--- src/rtl/sisc_ctrl_mc.sv ---
// -----------------------------------------------------------------------------
// sisc_ctrl_mc -- multi-cycle SISC control unit
//
// Purpose:
//   Sequences each instruction through FETCH/DECODE/EXEC and, when needed,
//   MEM/WB/WB2. It stalls in MEM until data memory reports done, and parks in
//   HALT on the halt opcode until the next reset. Outputs are Moore-style,
//   decoded from the registered state plus the opcode/mm/stat fields.
//
// Optional feature (macro CTRL_PERF_EN):
//   Adds a retired-instruction counter on output instr_cnt[CNT_W-1:0].
//
// Ports:
//   clk       in   system clock, all state updates on posedge
//   rst_f     in   synchronous active-low reset
//   opcode    in   instruction opcode field
//   mm        in   mode/mask field
//   stat      in   status flags
//   mem_rdy   in   data memory done
//   pc_rst    out  force PC to 0
//   pc_write  out  PC load enable
//   pc_sel    out  0: PC+1, 1: branch address
//   br_sel    out  0: PC-relative, 1: absolute
//   ir_load   out  IR load enable
//   rf_we     out  register-file write enable
//   wb_sel    out  0: ALU result, 1: memory data
//   rb_sel    out  read-port B select (0: rt, 1: rd)
//   dm_we     out  data-memory write enable
//   mem_req   out  data-memory access request
//   alu_op    out  00 reg-reg, 01 reg-imm, 10 pass/no-op
//   halted    out  1 while in HALT
//   instr_cnt out  retired-instruction count (CTRL_PERF_EN only)
// -----------------------------------------------------------------------------
module sisc_ctrl_mc #(
    parameter int OPW    = 4,
    parameter int STAT_W = 4,
    parameter int HLT_OP = 15,
    parameter int IMM_MM = 8,
    parameter int CNT_W  = 16
) (
    input  logic              clk,
    input  logic              rst_f,
    input  logic [OPW-1:0]    opcode,
    input  logic [STAT_W-1:0] mm,
    input  logic [STAT_W-1:0] stat,
    input  logic              mem_rdy,
    output logic              pc_rst,
    output logic              pc_write,
    output logic              pc_sel,
    output logic              br_sel,
    output logic              ir_load,
    output logic              rf_we,
    output logic              wb_sel,
    output logic              rb_sel,
    output logic              dm_we,
    output logic              mem_req,
    output logic [1:0]        alu_op,
    output logic              halted
`ifdef CTRL_PERF_EN
    ,
    output logic [CNT_W-1:0]  instr_cnt
`endif
);

    typedef enum logic [2:0] {
        ST_RST    = 3'd0,
        ST_FETCH  = 3'd1,
        ST_DECODE = 3'd2,
        ST_EXEC   = 3'd3,
        ST_MEM    = 3'd4,
        ST_WB     = 3'd5,
        ST_WB2    = 3'd6,
        ST_HALT   = 3'd7
    } state_t;

    localparam logic [OPW-1:0]    OP_NOOP = OPW'(0);
    localparam logic [OPW-1:0]    OP_LOD  = OPW'(1);
    localparam logic [OPW-1:0]    OP_STR  = OPW'(2);
    localparam logic [OPW-1:0]    OP_SWP  = OPW'(3);
    localparam logic [OPW-1:0]    OP_BRA  = OPW'(4);
    localparam logic [OPW-1:0]    OP_BRR  = OPW'(5);
    localparam logic [OPW-1:0]    OP_BNE  = OPW'(6);
    localparam logic [OPW-1:0]    OP_BNR  = OPW'(7);
    localparam logic [OPW-1:0]    OP_ALU  = OPW'(8);
    localparam logic [OPW-1:0]    OP_HLT  = OPW'(HLT_OP);
    localparam logic [STAT_W-1:0] MM_IMM  = STAT_W'(IMM_MM);

    state_t state_r;
    state_t state_next_s;
    logic   br_hit_s;
    logic   use_imm_s;

    // Any status bit selected by the mask.
    assign br_hit_s  = |(stat & mm);
    assign use_imm_s = (mm == MM_IMM);

    // State register with synchronous active-low reset.
    always_ff @(posedge clk) begin
        if (!rst_f) begin
            state_r <= ST_RST;
        end else begin
            state_r <= state_next_s;
        end
    end

    // Next-state and Moore output decode.
    always_comb begin
        state_next_s = state_r;
        pc_rst       = 1'b0;
        pc_write     = 1'b0;
        pc_sel       = 1'b0;
        br_sel       = 1'b0;
        ir_load      = 1'b0;
        rf_we        = 1'b0;
        wb_sel       = 1'b0;
        rb_sel       = 1'b0;
        dm_we        = 1'b0;
        mem_req      = 1'b0;
        alu_op       = 2'b10;
        halted       = 1'b0;
        case (state_r)
            ST_RST: begin
                pc_rst       = 1'b1;
                state_next_s = ST_FETCH;
            end
            ST_FETCH: begin
                ir_load      = 1'b1;
                pc_write     = 1'b1;
                state_next_s = ST_DECODE;
            end
            ST_DECODE: begin
                // Opcodes 0..8 and the halt opcode are defined; the rest act as NOOP.
                if (opcode == OP_HLT) begin
                    state_next_s = ST_HALT;
                end else if ((opcode == OP_NOOP) || (opcode > OP_ALU)) begin
                    state_next_s = ST_FETCH;
                end else begin
                    state_next_s = ST_EXEC;
                end
            end
            ST_EXEC: begin
                state_next_s = ST_FETCH;
                case (opcode)
                    OP_ALU, OP_SWP: begin
                        alu_op       = use_imm_s ? 2'b01 : 2'b00;
                        state_next_s = ST_WB;
                    end
                    OP_LOD, OP_STR: begin
                        alu_op       = use_imm_s ? 2'b01 : 2'b00;
                        state_next_s = ST_MEM;
                    end
                    OP_BRA, OP_BRR: begin
                        pc_write = br_hit_s;
                        pc_sel   = br_hit_s;
                        br_sel   = br_hit_s && (opcode == OP_BRA);
                    end
                    OP_BNE, OP_BNR: begin
                        pc_write = !br_hit_s;
                        pc_sel   = !br_hit_s;
                        br_sel   = !br_hit_s && (opcode == OP_BNE);
                    end
                    default: begin
                        state_next_s = ST_FETCH;
                    end
                endcase
            end
            ST_MEM: begin
                mem_req = 1'b1;
                if (opcode == OP_STR) begin
                    rb_sel = 1'b1;
                    dm_we  = 1'b1;
                end else begin
                    rb_sel = 1'b0;
                end
                // Unbounded stall: memory is trusted to answer eventually.
                if (!mem_rdy) begin
                    state_next_s = ST_MEM;
                end else if (opcode == OP_STR) begin
                    state_next_s = ST_FETCH;
                end else begin
                    state_next_s = ST_WB;
                end
            end
            ST_WB: begin
                rf_we  = 1'b1;
                wb_sel = (opcode == OP_LOD);
                if (opcode == OP_SWP) begin
                    state_next_s = ST_WB2;
                end else begin
                    state_next_s = ST_FETCH;
                end
            end
            ST_WB2: begin
                rf_we        = 1'b1;
                rb_sel       = 1'b1;
                state_next_s = ST_FETCH;
            end
            ST_HALT: begin
                halted       = 1'b1;
                state_next_s = ST_HALT;
            end
            default: begin
                state_next_s = ST_RST;
            end
        endcase
    end

`ifdef CTRL_PERF_EN
    // Retired-instruction counter: each FETCH entry after the first retires one.
    always_ff @(posedge clk) begin
        if (!rst_f || (state_r == ST_RST)) begin
            instr_cnt <= {CNT_W{1'b0}};
        end else if (state_next_s == ST_FETCH) begin
            instr_cnt <= instr_cnt + CNT_W'(1);
        end else begin
            instr_cnt <= instr_cnt;
        end
    end
`endif

endmodule
--- config.mk ---
export PLATFORM = sky130hd
export DESIGN_NAME = sisc_ctrl_mc
export DESIGN_NICKNAME = d
export VERILOG_FILES = /design/src/rtl/sisc_ctrl_mc.sv
export SDC_FILE = /design/constraint.sdc
export NUM_CORES = 1
export LEC_CHECK = 0
export ABC_CLOCK_PERIOD_IN_PS = 1900
export BUFFER_PORTS_ARGS = -buffer_cell sky130_fd_sc_hd__buf_2
export CORE_UTILIZATION = 30
export CTS_CLUSTER_DIAMETER = 150
export DETAILED_ROUTE_END_ITERATION = 12
export MAX_ROUTING_LAYER = met4
export PLACE_DENSITY = 0.57
export SETUP_SLACK_MARGIN = 0.5
export SKIP_CTS_REPAIR_TIMING = 1
export SYNTH_ARGS = -nofsm -noshare
export SYNTH_HDL_FRONTEND = slang
export SYNTH_SLANG_ARGS = --single-unit
--- constraint.sdc ---
create_clock -name clk -period 1.9 [get_ports clk]
set_clock_uncertainty 0.2 [all_clocks]
set_input_delay 0.285 -clock clk [delete_from_list [all_inputs] [get_ports clk]]
set_output_delay 0.285 -clock clk [all_outputs]
set_load 0.005 [all_outputs]
; ---- Word-level counts from Yosys, hierarchy flattened
; Cells that the tools add are included.
[totals]
register_bits = 3
latchBits = 0
ramBits = 0
rom_bits = 0
inputBits = 15
output_inout_bits = 13
mem_count = 0
[classes]
n_addsub = 0
multipliers = 0
n_div = 0
n_lt_le_gt_ge = 1
eq_ne = 17
n_shift = 0
n_mux = 24
bitwise_logic = 1
n_reduce_logical = 14
[ops]
columns = op, n
row1 = one-hot mux 3 bit (7 select lines), 1
row2 = == test 4 x 3 -> 1 bit (second input constant), 4
row3 = == test 3 bit (second input constant), 4
row4 = == test 4 bit (second input constant), 3
row5 = 2-to-1 mux 3 bit, 4
row6 = OR reduction 2 bit, 6
row7 = 2-to-1 mux 1 bit, 11
row8 = == test 4 x 2 -> 1 bit (second input constant), 2
row9 = one-hot mux 1 bit (2 select lines), 4
row10 = OR reduction 4 bit, 2
row11 = == test 3 x 2 -> 1 bit (second input constant), 2
row12 = 2-to-1 mux 2 bit, 3
row13 = one-hot mux 3 bit (2 select lines), 1
row14 = bitwise AND 4 bit, 1
row15 = == test 4 x 1 -> 1 bit (second input constant), 1
row16 = greater-than comparator 4 bit (second input constant), 1
row17 = zero test 4 bit, 1
row18 = == test 3 x 1 -> 1 bit (second input constant), 1
row19 = zero test 3 bit, 1
row20 = logical AND 1 bit, 2
row21 = zero test 1 bit, 1
row22 = logical OR 1 bit, 1

; ---- Longest topological paths before layout
[depth]
ltp_word = 6
mapped_depth = 5
depth_no_buf = 4

; ---- Worst setup path after synthesis
; No wires, ideal clock.
[synth_path]
kind = input-to-output
from = input opcode[3]
to = output alu_op[0]
arrival_time_ns = 1.330
t_required_ns = 1.415
setup_slack_ns = 0.085
stages = 4
path_buffers = 1
cell_sequence = buf_2 > xor2_1 > or4b_4 > nor4_4
[synth_between]
elab_chain_len = 4
word_cells_on_any_way = 7
[synth_rtl]
columns = element, line
row1 = start: declaration, 43  ; input logic [OPW-1:0] opcode,
row2 = == test 4 x 2 -> 1 bit (tied with other cells), 143  ; case (opcode)
row3 = OR reduction 4 bit (no source line) (*), -
row4 = 2-to-1 mux 2 bit (*), -
row5 = 2-to-1 mux 2 bit (*), 121  ; case (state_r)
row6 = end: declaration, 57  ; output logic [1:0] alu_op,
; Mark *: on every way between the ends. The rest lies on a longest branch, timed or not.

; ---- Worst setup path after layout
[layout_path]
from = register state_r[2]
to = output alu_op[0]
[layout_between]
elab_chain_len = 2
[layout_rtl]
columns = element, line
row1 = start: declaration, 88  ; state_t state_r;
row2 = start signal: assignment, 102  ; state_r <= state_next_s;
row3 = == test 3 x 2 -> 1 bit, 121
row4 = 2-to-1 mux 2 bit, 121
; No other way between the ends.

==> impl_metrics.py <==
metrics = {
    "finish": {
        "top_regs": "state_r: 3 flops",
        "antenna_cells": 0,
        "finalInstanceArea_um2": 921,
        "final_cell_mix": "buf_2 (25), buf_4 (12), buf_6 (9)",
        "post-route-util": 0.699,
        "largest_reg_flops": 3,
        "syn_to_final_growth_pct": 112,
        "top_register": "state_r",
        "drive_gt1_frac": 0.713,
        "layout_commonest_cell": "buf_2",
        "fin_nets": 124,
    },
    "sta": {
        "drv_slew": 0,
        "period_share": 1.05,
        "setup_viol_count_final": 3,
        "timing.setup.tns_ns": -0.215,
        "relSlewSlack": 0.673,
        "timing.final.crit_period_ns": 2.00,
        "finalHoldViolCount": 0,
        "rsz0062_at_grt": "true",
        "worst_slew_pin_slew_ns": 0.486,
        "max_freq_mhz": 501,
        "final.setup.worst_slack_ns": -0.0966,
    },
    "synthesis": {
        "yosysWarnings": 0,
        "syn_inst": 62,
        "synth-edff-count": 0,
        "synthFlopType": "dfxtp_1",
        "seq_area_frac_synth": 0.138,
        "syn_avg_cell_area_um2": 7.00,
        "ys_types": 32,
        "synth_fp_nets": 77,
        "syn_area_um2": 434,
        "synth-seq-cells": 3,
        "async_reset_ff_frac": 0,
    },
    "clock_tree": {
        "clk-insertion-delay-late_ns": 0.24,
        "htree_levels": 1,
        "cts_tree": "built",
        "clk_pin_slew_ns": 0.04,
        "max-clock-path-buffers": 2,
        "cts.sinks": 3,
        "root_buffer": "clkbuf_4",
        "cts_buffers": 3,
    },
    "routing": {
        "wire_per_inst_um": 12.3,
        "drc": 0,
        "ant_nets": 0,
        "firstDrtPassIters": 4,
        "vias": 639,
        "via_per_inst": 5.20,
        "drt_wl_total_um": 1520,
        "drtIter0Drc": 13,
    },
    "global_routing": {
        "use_met3": 0.0167,
        "grt.overflow.total": 0,
        "grt_pass1_wl_um": 1810,
        "grtUsageMet1": 0.211,
        "grt_max_degree": 13,
        "grt_pass1_vias": 445,
        "grt_busiest_layer": "met2",
        "antenna_found_initial": 0,
        "use_met2": 0.274,
        "grt_usage": 0.170,
    },
    "pwr": {
        "p_leak_uw": 0.000434,
        "power_uw": 426,
        "p_per_area_nw_per_um2": 463,
        "vdd_ir_drop_max_mv": 0.171,
    },
    "die": {
        "ios": 28,
        "die_area_um2": 1600,
        "core_region_area_um2": 1320,
        "initial_core_util": 0.330,
        "rows": 13,
        "die-width_um": 40.0,
        "die_h_um": 40.0,
    },
    "worst_setup_path": {
        "critPathSlowestCell": "or4b_4",
        "endpoint_kind": "primary output",
        "critPathLaunchType": "flop",
        "critPathMaxStageDelay_ns": 0.56,
        "path_cells": "nand2b_4 > or4b_4 > nor4_4 > buf_2",
        "worstPathMaxFanout": 2,
        "path_class": "reg2out",
        "crit_arrival_ns": 1.51,
        "required_ns": 1.41,
    },
    "worst_hold_path": {
        "hp-class": "in2reg",
    },
    "run_status": {
        "outcome": "finished with violations",
        "violations": "negative setup slack",
    },
    "run": {
        "max_cap_violations": 0,
    },
    "placed_design": {
        "place_congestion": 0.774,
        "dpl-instance-area_um2": 651,
        "port_buffers": 27,
        "dp_hpwl_um": 913,
    },
}
[cells by family (layout without fill, tap and decap cells)]
logic type	after synthesis	after routing	synth area share
AO/OA/AOI/OAI	13	13	0.205
XOR/XNOR	3	3	0.0605
flip-flops	3	3	0.138
AND/OR/NAND/NOR	35	35	0.496
buffers and inverters	8	54	0.101
[synth_stat cells (3+ instances only)]
library cell	n	share of area
nor3_1	4	0.046
nand2_1	5	0.043
nand2b_1	4	0.058
nor2_1	6	0.052
dfxtp_1	3	0.14
o21ai_0	4	0.046
[metrics by stage]
| step | hold WS [ns] | cells | setup slack, ns |
|---|---|---|---|
| after CTS | 0.0699 | 113 | -0.206 |
| after detailed placement | 0.322 | 109 | -0.0168 |
| after global placement | 0.319 | 109 | -0.00969 |
| after global routing | 0.0971 | 123 | -0.141 |
| final | 0.0942 | 123 | -0.0966 |
| after floorplan | 0.213 | 62 | 0.132 |
[routing by layer]
metal	vias up	share of wire
met3	2	0.052
met5	-	0
met2	27	0.52
met1	295	0.42
li1	315	-
met4	0	0.0072
[final timing paths]
kind / cells past startpoint / from / slack [ns] / endpoint
max: 4 / state_r[2] / -0.1 / alu_op[0]
min: 2 / rst_f / 0.09 / state_r[1]
max reg2reg: 5 / state_r[1] / 0.31 / state_r[2]
min reg2reg: 2 / state_r[0] / 0.43 / state_r[0]
[critical path, delay by kind of cell, from the launching register on]
family,cells,cell delay (ns)
AND/OR/NAND/NOR,3,0.84
buffers and inverters,1,0.14
flip-flops,1,0.30
[power by group]
part / switching, uW / total [uW] / internal, uW
clock network: 36.7 / 116 / 79.0
logic: 106 / 233 / 127
registers: 6.55 / 78.0 / 71.5
total: 149 / 426 / 277
[final cells by class]
class                           instances  area, um^2
Clock buffer                            4        26.3
Fill cell                             102         397
Inverter                                2        7.51
Multi-Input combinational cell         51         454
Sequential cell                         3        62.6
Tap cell                               15        18.8
Timing Repair Buffer                   48         352
(Power assumes the default switching activity.)
